File: config.mk
export PLATFORM = sky130hd
export DESIGN_NAME = fft_bfly_sched_64
export DESIGN_NICKNAME = d
export VERILOG_FILES = /design/src/rtl/fft_bfly_sched_64.sv
export SDC_FILE = /design/constraint.sdc
export NUM_CORES = 1
export LEC_CHECK = 0
export ABC_CLOCK_PERIOD_IN_PS = 11700
export CORE_ASPECT_RATIO = 2
export CORE_UTILIZATION = 35
export DETAILED_ROUTE_END_ITERATION = 16
export HOLD_SLACK_MARGIN = 0.03
export PLACE_DENSITY = 0.62
export SYNTH_ARGS = -nofsm -noshare
export SYNTH_HDL_FRONTEND = slang
export SYNTH_SLANG_ARGS = --single-unit
File: constraint.sdc
create_clock -name clk -period 11.7 [get_ports clk]
set_clock_uncertainty 0.2 [all_clocks]
set_input_delay 3.51 -clock clk [delete_from_list [all_inputs] [get_ports clk]]
set_output_delay 3.51 -clock clk [all_outputs]
set_load 0.03 [all_outputs]
File: src/rtl/fft_bfly_sched_64.sv
`default_nettype none
// ============================================================================
// Module      : fft_bfly_sched_64
// Description : Butterfly sequencer for an in-place radix-2 DIT FFT.
//               Walks LOG2N stages of N/2 butterflies. For each butterfly it
//               presents the two sample-RAM operand addresses and the
//               twiddle-ROM index on a valid/ready interface. A programmable
//               idle gap between stages lets the datapath finish writing
//               stage s back before stage s+1 starts reading.
// Ports       : clk, rst          clock, synchronous active-high reset
//               start, abort      begin a transform / return to IDLE at once
//               busy, done        RUN/DRAIN/DONE indicator, end-of-run pulse
//               bfly_valid/ready  descriptor handshake
//               stage, addr_a, addr_b, tw_addr, last  butterfly descriptor
// Revision    : 1.0  initial release
// ============================================================================
module fft_bfly_sched_64 #(
   parameter int N         = 64,
   parameter int LOG2N     = 6,
   parameter int STAGE_GAP = 4
) (
   input  logic             clk,
   input  logic             rst,
   input  logic             start,
   input  logic             abort,
   output logic             busy,
   output logic             done,
   output logic             bfly_valid,
   input  logic             bfly_ready,
   output logic [2:0]       stage,
   output logic [LOG2N-1:0] addr_a,
   output logic [LOG2N-1:0] addr_b,
   output logic [LOG2N-2:0] tw_addr,
   output logic             last
);

   localparam int KW       = LOG2N - 1;
   localparam int GW       = (STAGE_GAP > 1) ? $clog2(STAGE_GAP) : 1;
   localparam int GAP_LAST = (STAGE_GAP > 0) ? STAGE_GAP - 1 : 0;

   typedef enum logic [1:0] {
      IDLE  = 2'd0,
      RUN   = 2'd1,
      DRAIN = 2'd2,
      DONE  = 2'd3
   } state_t;

   state_t          state_r, state_n;
   logic [2:0]      stage_r, stage_n;
   logic [KW-1:0]   k_r, k_n;
   logic [GW-1:0]   gap_r, gap_n;

   logic            hs;
   logic            k_last;
   logic            s_last;

   assign hs     = (state_r == RUN) & bfly_ready;
   assign k_last = (k_r == KW'(N/2 - 1));
   assign s_last = (stage_r == 3'(LOG2N - 1));

   // ---------------------------------------------------------------------
   // State and counter registers
   // ---------------------------------------------------------------------
   always_ff @(posedge clk) begin
      if (rst) begin
         state_r <= IDLE;
         stage_r <= '0;
         k_r     <= '0;
         gap_r   <= '0;
      end else begin
         state_r <= state_n;
         stage_r <= stage_n;
         k_r     <= k_n;
         gap_r   <= gap_n;
      end
   end

   // ---------------------------------------------------------------------
   // Next-state logic
   // ---------------------------------------------------------------------
   always_comb begin
      state_n = state_r;
      stage_n = stage_r;
      k_n     = k_r;
      gap_n   = gap_r;
      case (state_r)
         IDLE: begin
            if (start) begin
               state_n = RUN;
               stage_n = '0;
               k_n     = '0;
            end
         end
         RUN: begin
            if (hs) begin
               if (k_last) begin
                  k_n = '0;
                  if (s_last) begin
                     state_n = DONE;
                     stage_n = '0;
                  end else begin
                     stage_n = stage_r + 3'd1;
                     gap_n   = '0;
                     // With no gap the next stage follows without a bubble.
                     state_n = (STAGE_GAP > 0) ? DRAIN : RUN;
                  end
               end else begin
                  k_n = k_r + KW'(1);
               end
            end
         end
         DRAIN: begin
            if (gap_r == GW'(GAP_LAST)) begin
               state_n = RUN;
               gap_n   = '0;
            end else begin
               gap_n = gap_r + GW'(1);
            end
         end
         DONE: begin
            // start is deliberately ignored here
            state_n = IDLE;
         end
         default: state_n = IDLE;
      endcase
      // abort overrides everything, including a same-cycle start
      if (abort) begin
         state_n = IDLE;
         stage_n = '0;
         k_n     = '0;
         gap_n   = '0;
      end
   end

   // ---------------------------------------------------------------------
   // Descriptor decode from the registered (stage, k) pair.
   // Splitting k at bit s and inserting a zero there gives addr_a; the
   // lower leg sits exactly half above it. The twiddle index is the
   // in-group position scaled to the N/2 ROM.
   // ---------------------------------------------------------------------
   logic [LOG2N-1:0] kx, half, mask, a_calc, b_calc;
   logic [KW-1:0]    pos, tw_calc;

   always_comb begin
      kx      = {1'b0, k_r};
      half    = LOG2N'(1) << stage_r;
      mask    = half - LOG2N'(1);
      a_calc  = ((kx & ~mask) << 1) | (kx & mask);
      b_calc  = a_calc + half;
      pos     = k_r & mask[KW-1:0];
      tw_calc = pos << (3'(LOG2N - 1) - stage_r);
   end

   assign bfly_valid = (state_r == RUN);
   assign busy       = (state_r != IDLE);
   assign done       = (state_r == DONE);
   assign stage      = stage_r;
   // Addresses read as zero whenever no descriptor is offered.
   assign addr_a     = bfly_valid ? a_calc  : '0;
   assign addr_b     = bfly_valid ? b_calc  : '0;
   assign tw_addr    = bfly_valid ? tw_calc : '0;
   assign last       = bfly_valid & s_last & k_last;

endmodule
`default_nettype wire

==> impl_metrics.toml <==
[placed_design]
place_congestion = 0.767
numPortBuffers = 28
dp_hpwl_um = 2680

[sta]
report.final.setup_viol = 0
period_needed_ns = 7.38
fin_setup_tns_ns = 0
maxSlewViolCount = 0
finalCritPeriodShare_pct = 63.0
grt_setup_unrepaired = "false"
slew_headroom_pct = 61.9
hold_violations = 0
fmaxAchievable_ghz = 0.136
tightest_slew_ns = 0.571

[synth]
synth_common_cells = "27 x nor2_1, 16 x a21oi_1, 16 x nand2_1"
synth_nets = 206
synth_edf_count = 0
synth_area_um2 = 1340
async_reset_ff_share_pct = 0
synth.most_common_cell = "nor2_1"
ys.flop_type = "dfxtp_1"
synth_area_leader_cell = "dfxtp_1"
yosysWarnings = 0
yosysSeqAreaShare_pct = 17.9
synth_area_per_cell_um2 = 7.26
synth.top_cells.by_area = "dfxtp_1 18%, ha_1 14%, nor2_1 7.5%"
yosys.area.top_type_share_pct = 17.9
synth_cell_types = 48
synth_cells = 185
synth-seq-cells = 12

[final_layout]
nets = 228
diodes = 0
syn2layout_area_growth_pct = 24.5
drive_gt1_share_pct = 5.85

[worst_setup_path]
r2r_cells = 6
cp.required_ns = 7.99
timing.rr.start = "state_r[1]"
worstSetupEndpointType = "output pin"
cp.arrival_ns = 3.67
worstSetupStartpoint = "stage[0]"
path_class = "flop to output pin"
cp_max_fo = 15
start_kind = "flop"

[cts]
ctsResizeCount = 0
cts_made_buffers = 3
cts_tree = "yes"
clk_path_buf_depth = 2
clk_latency_ns = 0.23
cts_max_level = 1
cts.reportedPaths.clkPinSlew_ns = 0.05
postCtsHoldBufs = 0
cts_root_buf = "clkbuf_8"
cts_setup_buffers = 0
clock_sinks = 12

[hold_path]
hp-class = "flop to flop"
worstHoldStart = "gap_r[1]"
hold_path_depth = 2

[run_status]
outcome = "finished clean"

[drt]
wl_per_cell_um = 13.2
drt_first_pass_iters = 4
drt_wl_total_um = 3360
vias_per_cell = 5.22
drtIter0Drc = 26
vias = 1326
drc = 0
ant_nets = 0

[global_routing]
gr-usage-all-layers_pct = 18.9
grt_max_degree = 16
antenna_found_initial = 0
grt_overflow = 0
grt_pass1_vias = 1290
grt_pass1_wl_um = 5760

[run]
maxCapViolations = 0

[power]
p_leak_nw = 0.629
p_total_w = 0.0000913
cellPowerDensity_nw_per_um2 = 54.6
ir_worst_vdd_mv = 0.0690

[floorplan]
design.die.area_um2 = 4110
core_um2 = 3650
row_count = 31
pin_count = 29
fp.dieW_um = 45.8
initial_core_util_pct = 36.9
die_h_um = 89.6
==> worst paths after layout <==
check                                 end  slack (ns)
worst min register to register   gap_r[1]        0.29
worst min-delay path             gap_r[1]        0.29
worst max-delay path            addr_b[4]        4.32
worst max register to register   stage[2]        9.53
==> critical path, cell delays in order, from the launching register on <==
cell and delay, ns:
dfxtp_1 0.64, inv_1 0.17, ha_1 0.26, nand2b_1 0.28, xor2_2 0.20, nand2b_1 0.15
nand2_1 0.06, ha_1 0.33, a21boi_0 0.19, o221a_2 0.22, nor3_1 0.05, nor3_1 0.17
clkdlybuf4s50_1 0.70
==> kinds of logic (layout without fill, tap and decap cells) <==
group           after synthesis  count (layout)  share of synthesized area [%]
compound gates               43              43                           21.0
xor+xnor                      8               8                           5.77
fa+ha+maj                    16              16                           15.5
buf+inv                      20              40                           6.52
flops                        12              12                           17.9
mux                           3               3                           3.26
other cells                   1               1                          0.279
simple gates                 82              82                           29.8
==> metrics by stage <==
step	hold WS [ns]	worst slack [ns]	instance area [um2]	std cells	utilization, %
2_1_floorplan	0.253	4.76	1340	185	-
4_1_cts	0.293	4.30	1670	254	45.9
6_report	0.286	4.32	1670	254	45.9
3_3_place_gp	0.279	4.57	1630	251	44.7
5_1_grt	0.334	4.00	1670	254	45.9
3_5_place_dp	0.285	4.55	1630	251	44.7
==> where the power goes <==
| part | total [W] | switching (W) | internal [W] | leakage, nW |
|---|---|---|---|---|
| clock network | 0.0000362 | 0.0000136 | 0.0000226 | 0.0216 |
| logic | 0.0000125 | 0.00000718 | 0.00000531 | 0.510 |
| registers | 0.0000426 | 0.00000121 | 0.0000414 | 0.0969 |
==> final cells by class <==
class,count,area [um2]
well taps,49,61.3
repair buffers,28,280
fillers,410,1970
flip-flops and latches,12,240
multi-input cells,153,1020
clock buffers,3,41.3
inverters,9,33.8
==> metal layers <==
layer	vias up	global-route usage [%]	wire, um
met3	11	0.600	78
met4	0	11.5	155
met1	603	20.4	1300
li1	681	-	-
met5	-	0	0
met2	31	34.4	1830
==> registers in the layout (all words and copies together) (netlist names) <==
register	flops
gap_r	2
k_r	5
stage	3
state_r	2
==> cell usage in the layout (no fill, tap or decap), types with 5 or more instances in the layout <==
master           netlist  layout
a21o_1                 6       6
a21oi_1               16      16
clkdlybuf4s50_1        0      28
dfxtp_1               12      12
ha_1                  15      15
inv_1                  8       8
nand2_1               16      16
nand2b_1               7       7
nand3_1                5       5
nor2_1                27      27
nor3_1                 9       9
xor2_1                 5       5
No activity file was read; power rests on OpenSTA's default activity.
